### config.mk
export PLATFORM = sky130hd
export DESIGN_NAME = uart_tx_ctrl
export DESIGN_NICKNAME = d
export VERILOG_FILES = /design/src/rtl/uart_tx_ctrl.sv
export SDC_FILE = /design/constraint.sdc
export NUM_CORES = 1
export LEC_CHECK = 0
export ABC_AREA = 1
export CORE_ASPECT_RATIO = 1.25
export CORE_UTILIZATION = 61
export CTS_CLUSTER_SIZE = 10
export DETAILED_ROUTE_END_ITERATION = 10
export PLACE_DENSITY = 0.94
export REMOVE_ABC_BUFFERS = 1
export SYNTH_ARGS = -nofsm -noshare
export SYNTH_HDL_FRONTEND = slang
export SYNTH_SLANG_ARGS = --single-unit
### constraint.sdc
create_clock -name clk -period 3.2 [get_ports clk]
set_input_delay 0.64 -clock clk [delete_from_list [all_inputs] [get_ports clk]]
set_output_delay 0.64 -clock clk [all_outputs]
set_load 0.01 [all_outputs]
### src/rtl/uart_tx_ctrl.sv
// uart_tx_ctrl: 8-bit UART transmitter (start, 8 data LSB first, optional even parity, stop bits).
// Define UART_TX_PARITY_EN to include the parity slot and the ld strobe to the external parity_gen.
module uart_tx_ctrl #(
  parameter int CLKS_PER_BIT = 16,
  parameter int STOP_BITS    = 1
) (
  input  logic       clk,
  input  logic       rst,
  input  logic       tx_start,
  input  logic [7:0] tx_data,
  input  logic       parity_in,
  output logic       ld,
  output logic       tx,
  output logic       busy,
  output logic       done
);

`ifdef UART_TX_PARITY_EN
  typedef enum logic [2:0] {IDLE, START, DATA, PARITY, STOP} state_t;
`else
  typedef enum logic [2:0] {IDLE, START, DATA, STOP} state_t;
`endif

  localparam logic [15:0] LAST_CNT  = 16'(CLKS_PER_BIT - 1);
  localparam logic [2:0]  LAST_STOP = 3'(STOP_BITS - 1);

  state_t      state, state_next;
  logic [15:0] cnt, cnt_next;
  logic [2:0]  idx, idx_next;
  logic [7:0]  shreg, shreg_next;
  logic        tx_next, busy_next, done_next;
  logic        accept, bit_end;

  assign accept  = (state == IDLE) && tx_start;
  assign bit_end = (cnt == LAST_CNT);

  // parity_gen must load in the same cycle tx_data is captured, so the strobe
  // is decoded from the registered state rather than delayed by a flop.
`ifdef UART_TX_PARITY_EN
  assign ld = accept && !rst;
`else
  logic unused_parity_in;
  assign unused_parity_in = parity_in;
  assign ld = 1'b0;
`endif

  // NOTE: sequential state uses non-blocking assignments so every flop samples
  // the pre-edge values computed by the combinational processes.
  always_ff @(posedge clk) begin
    if (rst) begin
      state <= IDLE;
      cnt   <= '0;
      idx   <= '0;
      shreg <= '0;
      tx    <= 1'b1;
      busy  <= 1'b0;
      done  <= 1'b0;
    end else begin
      state <= state_next;
      cnt   <= cnt_next;
      idx   <= idx_next;
      shreg <= shreg_next;
      tx    <= tx_next;
      busy  <= busy_next;
      done  <= done_next;
    end
  end

  // NOTE: each always_comb assigns a default first so no path can infer a latch.
  always_comb begin
    state_next = state;
    case (state)
      IDLE:   if (tx_start) state_next = START;
      START:  if (bit_end) state_next = DATA;
`ifdef UART_TX_PARITY_EN
      DATA:   if (bit_end && idx == 3'd7) state_next = PARITY;
      PARITY: if (bit_end) state_next = STOP;
`else
      DATA:   if (bit_end && idx == 3'd7) state_next = STOP;
`endif
      STOP:   if (bit_end && idx == LAST_STOP) state_next = IDLE;
      default: state_next = IDLE;
    endcase
  end

  // Datapath and registered-output next values, all derived from state_next so
  // tx changes on the same edge as the state it belongs to.
  always_comb begin
    cnt_next   = cnt;
    idx_next   = idx;
    shreg_next = shreg;
    tx_next    = 1'b1;
    busy_next  = (state_next != IDLE);
    done_next  = (state == STOP) && (state_next == IDLE);

    if (state_next != state) begin
      cnt_next = '0;
      idx_next = '0;
    end else if (state != IDLE) begin
      cnt_next = bit_end ? 16'd0 : cnt + 16'd1;
      if (bit_end) idx_next = idx + 3'd1;
    end

    if (accept) shreg_next = tx_data;
    else if (state == DATA && bit_end) shreg_next = {1'b0, shreg[7:1]};

    case (state_next)
      IDLE:   tx_next = 1'b1;
      START:  tx_next = 1'b0;
      DATA:   tx_next = shreg_next[0];
`ifdef UART_TX_PARITY_EN
      // The line register itself holds the parity bit captured on entry.
      PARITY: tx_next = (state == PARITY) ? tx : parity_in;
`endif
      STOP:   tx_next = 1'b1;
      default: tx_next = 1'b1;
    endcase
  end

endmodule

### Word level (Yosys, flattened, before mapping)

Cells that the tools add are included.
W data, S select, Z words.

| cells by class | value |
|---|---|
| equality and inequality tests | 8 |
| mux-type cells | 9 |
| reductions and logical operators | 13 |
| add/subtract/negate cells | 2 |

Operators by type and width:

| kind | count |
|---|---|
| $add A16 B1 Y16 const B | 1 |
| $eq A16 B4 Y1 const B | 1 |
| $mux W16 | 1 |
| $mux W8 | 2 |
| $mux W3 | 4 |
| $pmux W3 S4 | 1 |
| $eq A3 B2 Y1 const B | 3 |
| $logic_not A3 Y1 | 3 |
| $eq A3 B1 Y1 const B | 2 |
| $reduce_bool A3 Y1 | 2 |
| $logic_and A1 B1 Y1 | 5 |
| $add A3 B1 Y3 const B | 1 |
| $eq A3 B3 Y1 const B | 1 |
| $ne A3 B3 Y1 | 1 |
| $pmux W1 S2 | 1 |
| $reduce_and A2 Y1 | 1 |
| $reduce_bool A2 Y1 | 1 |
| $reduce_or A2 Y1 | 1 |

| word-level totals | value |
|---|---|
| register bits | 33 |
| input port bits | 12 |
| logic and storage cells | 40 |

### Depth between registers and ports, before layout

| depth | value |
|---|---|
| depth after elaboration | 6 |
| depth in mapped cells | 12 |
| depth with buffers taken out | 11 |

### Worst setup path after synthesis

OpenSTA, ideal clock, no wires.

| timing | value |
|---|---|
| kind | register to register |
| start | register cnt[0] |
| end | register cnt[13] |
| setup slack | 1617 ps |
| period minus slack after synthesis | 1583 ps |
| stages on the path, launching flop included | 12 |
| arrival time | 1462 ps |
| data required time | 3079 ps |
| cells stage by stage | dfxtp_1 -> ha_1 -> nand2_1 -> inv_1 -> nand3_1 -> nor2_1 -> nand4_1 -> nand3_2 -> nand2_2 -> nand2_4 -> buf_12 -> nor2_4 |

| on the way | value |
|---|---|
| word-level cells in the longest chain between the ends | 6 |

Ends and longest elaborated chain:

| item | RTL line | source |
|---|---|---|
| from (decl) | 28 | `logic [15:0] cnt, cnt_next;` |
| from (signal assigned) | 60 | `cnt <= cnt_next;` |
| $eq A16 B4 Y1 | 35 | `assign bit_end = (cnt == LAST_CNT);` |
| $logic_and A1 B1 Y1 (on tied branches) | 81, 79 |  |
| $mux W3 (on tied branches) | 81, 79 |  |
| $pmux W3 S4 | 72 | `case (state)` |
| $ne A3 B3 Y1 | 96 | `if (state_next != state) begin` |
| $reduce_or A2 Y1 (no source line) | -- |  |

Several ways; a longest one is shown, not always the timed one.
A chain may end at the register's enable or synchronous reset.

### Worst setup path after layout

| timing | value |
|---|---|
| start | register state[1] |
| end | register cnt[15] |

| on the way | value |
|---|---|
| word-level cells in the longest chain between the ends | 4 |

Ends and longest elaborated chain:

| item | RTL line | source |
|---|---|---|
| from (decl) | 27 | `state_t state, state_next;` |
| from (signal assigned) | 59 | `state <= state_next;` |
| $eq A3 B2 Y1, or another cell as far along | 72 |  |
| $pmux W3 S4 | 72 |  |
| $ne A3 B3 Y1 | 96 |  |
| $reduce_or A2 Y1 (no source line) | -- |  |

Several ways; a longest one is shown, not always the timed one.

==> out/metrics.yaml <==
post_cts_buffers: 0
met3RoutedLength_um: 115
core_um2: 2920
drt_first_pass_iters: 4
synth_area_um2: 1860
io_pins: 16
crit_fanout: 11
leakage_nw: 0.820
async_reset_ff_share_pct: 0
synthToLayoutAreaGrowth_pct: 10.0
numCtsBuffers: 5
seqCellArea_um2: 661
placed_cell_area_um2: 2000
maxCapViolCount: 0
end_kind: "flop"
arrival_ns: 2.18
synth_edf_count: 0
seq_area_frac_synth_pct: 35.5
ctsHoldBuffers: 0
fin_crit_ns: 1.95
crit_required_ns: 3.43
worst_path_most_repeated_cell: "nand2_1"
cpMaxStageDelayCell: "dfxtp_1"
hold_path.class: "reg -> reg"
powerDensity_nw_per_um2: 344
worstPathCellList: "inv_2 -> nand3_1 -> nand2_1 -> nor2_2 -> nand2_1 -> nor2_2 -> nand2_1 -> xor2_1 -> nor2_4"
wl_um: 3550
clkTransAtPathRegs_ns: 0.10
nets: 295
crit_start: "state[1]"
worst-path-stages: 9
antenna_cells: 0
rsz0062_at_grt: "no"
finalWeightedCongestion: 0.858
chipWidth_um: 51.4
synth_warnings: 0
post-place-ws_ns: 1.05
r2r-start: "state[1]"
h-tree-depth: 2
fin_worst_skew_ns: 0.00500
insertion_delay_ns: 0.33
layout-drive-gt1-share_pct: 12.6
cts_tree: "built"
viasPerCell: 5.20
globalRouteTotalUtil_pct: 24.5
start_util_pct: 63.8
synthTopCellsByArea: "dfxtp_1 36%, nand2_1 12%, inv_1 8.7%, nor2_4 7.9%, nand3_1 6.2%"
drt_iter0_markers: 71
cpPeakStageDelay_ns: 0.44
final_hold_viol_count: 0
grt.overflow.total: 0
hpwl_um: 2640
status: "complete, no violations"
stdcell_count: 314
drc: 0
synth_cell_types: 28
synth_flop_cell: "dfxtp_1"
critPathLaunchType: "flop"
cts_resized: 0
yosys.area.top_type: "dfxtp_1"
path_buf_inv: 1
whs_ns: 0.471
top_layer_used: "met4"
num-fill-cells: 245
period_share_pct: 61.1
fin_ws_ns: 1.25
clk_path_buf_depth: 2
place_inst: 308
slew_violations: 0
wl_per_cell_um: 11.3
reg2reg_slack_ns: 1.25
final.setup.tns_ns: 0
path_delay_family: "simple AND/OR/NAND/NOR gates"
ir_worst_vdd_mv: 0.300
dr_wl_met2_um: 1860
crit_type: "reg -> reg"
synth_area_per_cell_um2: 7.13
cts_root_buf: "clkbuf_4"
synth.ff_latch_count: 33
grt_pass1_vias: 1496
max_freq_mhz: 512
dieArea_um2: 3280
drt.antenna.violating_nets: 0
antenna_found_initial: 0
numClockSinks: 33
cp-endpoint: "cnt[15]"
synth_top_area_share_pct: 35.5
dr_total_vias: 1634
syn_inst: 261
rr_worst_depth: 9
multiInputGateArea_um2: 997
fin_area_um2: 2050
met1Wirelength_um: 1530
grt_max_degree: 20
portBuffers: 13
die_y_um: 63.7
r2r-end: "cnt[15]"
grt_pass1_wl_um: 6070
setup_violations: 0
core.rowCount: 22
-- report_power, final --
| group | switching [W] | leakage (nW) | internal (W) |
|---|---|---|---|
| Combinational | 0.0000404 | 0.525 | 0.0000264 |
| Sequential | 0.00000430 | 0.268 | 0.000419 |
| Clock | 0.000138 | 0.0269 | 0.0000762 |
| Total | 0.000183 | 0.820 | 0.000522 |
-- worst min-delay path by stage --
| stage | slack (ns) | cells past startpoint | startpoint | endpoint |
|---|---|---|---|---|
| global placement | 0.45 | 2 | shreg[7] | shreg[7] |
| detailed placement | 0.46 | 2 | shreg[7] | shreg[7] |
| finish | 0.47 | 2 | shreg[7] | shreg[7] |
| floorplan | 0.43 | 2 | shreg[7] | shreg[7] |
| global route | 0.49 | 2 | shreg[7] | shreg[7] |
| CTS | 0.47 | 2 | shreg[7] | shreg[7] |
-- through the flow --
step	util [%]	total power (W)
after floorplan	-	0.000474
after global placement	68.7	0.000498
after detailed placement	68.7	0.000500
after CTS	70.2	0.000707
after global routing	70.2	0.000737
final	70.2	0.000705
-- state kept, by name, summed over array words and instances (netlist names) --
signal,flops
shreg,8
tx,1
idx,3
busy,1
cnt,16
state,3
done,1
-- routing by layer --
| layer | track usage [%] | up-vias |
|---|---|---|
| li1 | - | 844 |
| met1 | 26.4 | 753 |
| met2 | 44.3 | 30 |
| met3 | 7.38 | 7 |
| met4 | 7.77 | 0 |
| met5 | 0 | - |
-- cell usage in the layout, fill, tap and decap left out --
| cell | instances |
|---|---|
| nand2_1 | 60 |
| inv_1 | 43 |
| dfxtp_1 | 33 |
| nor2_1 | 28 |
| nand3_1 | 23 |
| nor2_4 | 13 |
| clkdlybuf4s50_1 | 13 |
| nor3_1 | 7 |
| o21ai_0 | 7 |
| xor2_1 | 7 |
| nand4_1 | 6 |
| nor2_2 | 5 |
| o211ai_1 | 5 |
| clkbuf_4 | 5 |
| ha_1 | 4 |
| nand2_2 | 3 |
| nand3_2 | 2 |
| a22oi_1 | 2 |
| conb_1 | 2 |
| inv_2 | 1 |
| inv_4 | 1 |
| a31oi_1 | 1 |
| nor3_2 | 1 |
| a21oi_2 | 1 |
| or2_2 | 1 |
| nand2_4 | 1 |
| a21oi_1 | 1 |
| xnor2_1 | 1 |
| clkinv_2 | 1 |
-- layout make-up --
cell class              count  area share [%]
clock buffers               5            1.83
clock inverters             1           0.244
inverters                  45            8.37
multi-input cells         181            48.7
flip-flops and latches     33            32.3
well taps                  36            2.20
repair buffers             13            6.36
-- logic make-up (layout without fill, tap and decap cells) --
group,Yosys count,after routing,share of synthesized area (%)
AO/OA/AOI/OAI,17,17,5.78
XOR/XNOR,8,8,3.77
adder cells (fa/ha/maj),4,4,2.69
buffers and inverters,48,64,11.1
flip-flops,33,33,35.5
other,1,2,0.202
AND/OR/NAND/NOR,150,150,41.0
-- synth_stat cells, types with 2 or more instances --
library cell,count
nand2_1,60
inv_1,43
dfxtp_1,33
nor2_1,28
nand3_1,23
nor2_4,13
nor3_1,7
o21ai_0,7
xor2_1,7
nand4_1,6
nor2_2,5
o211ai_1,5
ha_1,4
nand2_2,3
a22oi_1,2
buf_4,2
nand3_2,2
-- tightest hold or removal path: cells and delay by family, from the launching register on --
kind | cells | cell delay (ns)
DFF | 1 | 0.32
AOI/OAI and AO/OA | 1 | 0.05
and+or+nand+nor | 1 | 0.06
No activity file was read; power rests on OpenSTA's default activity.
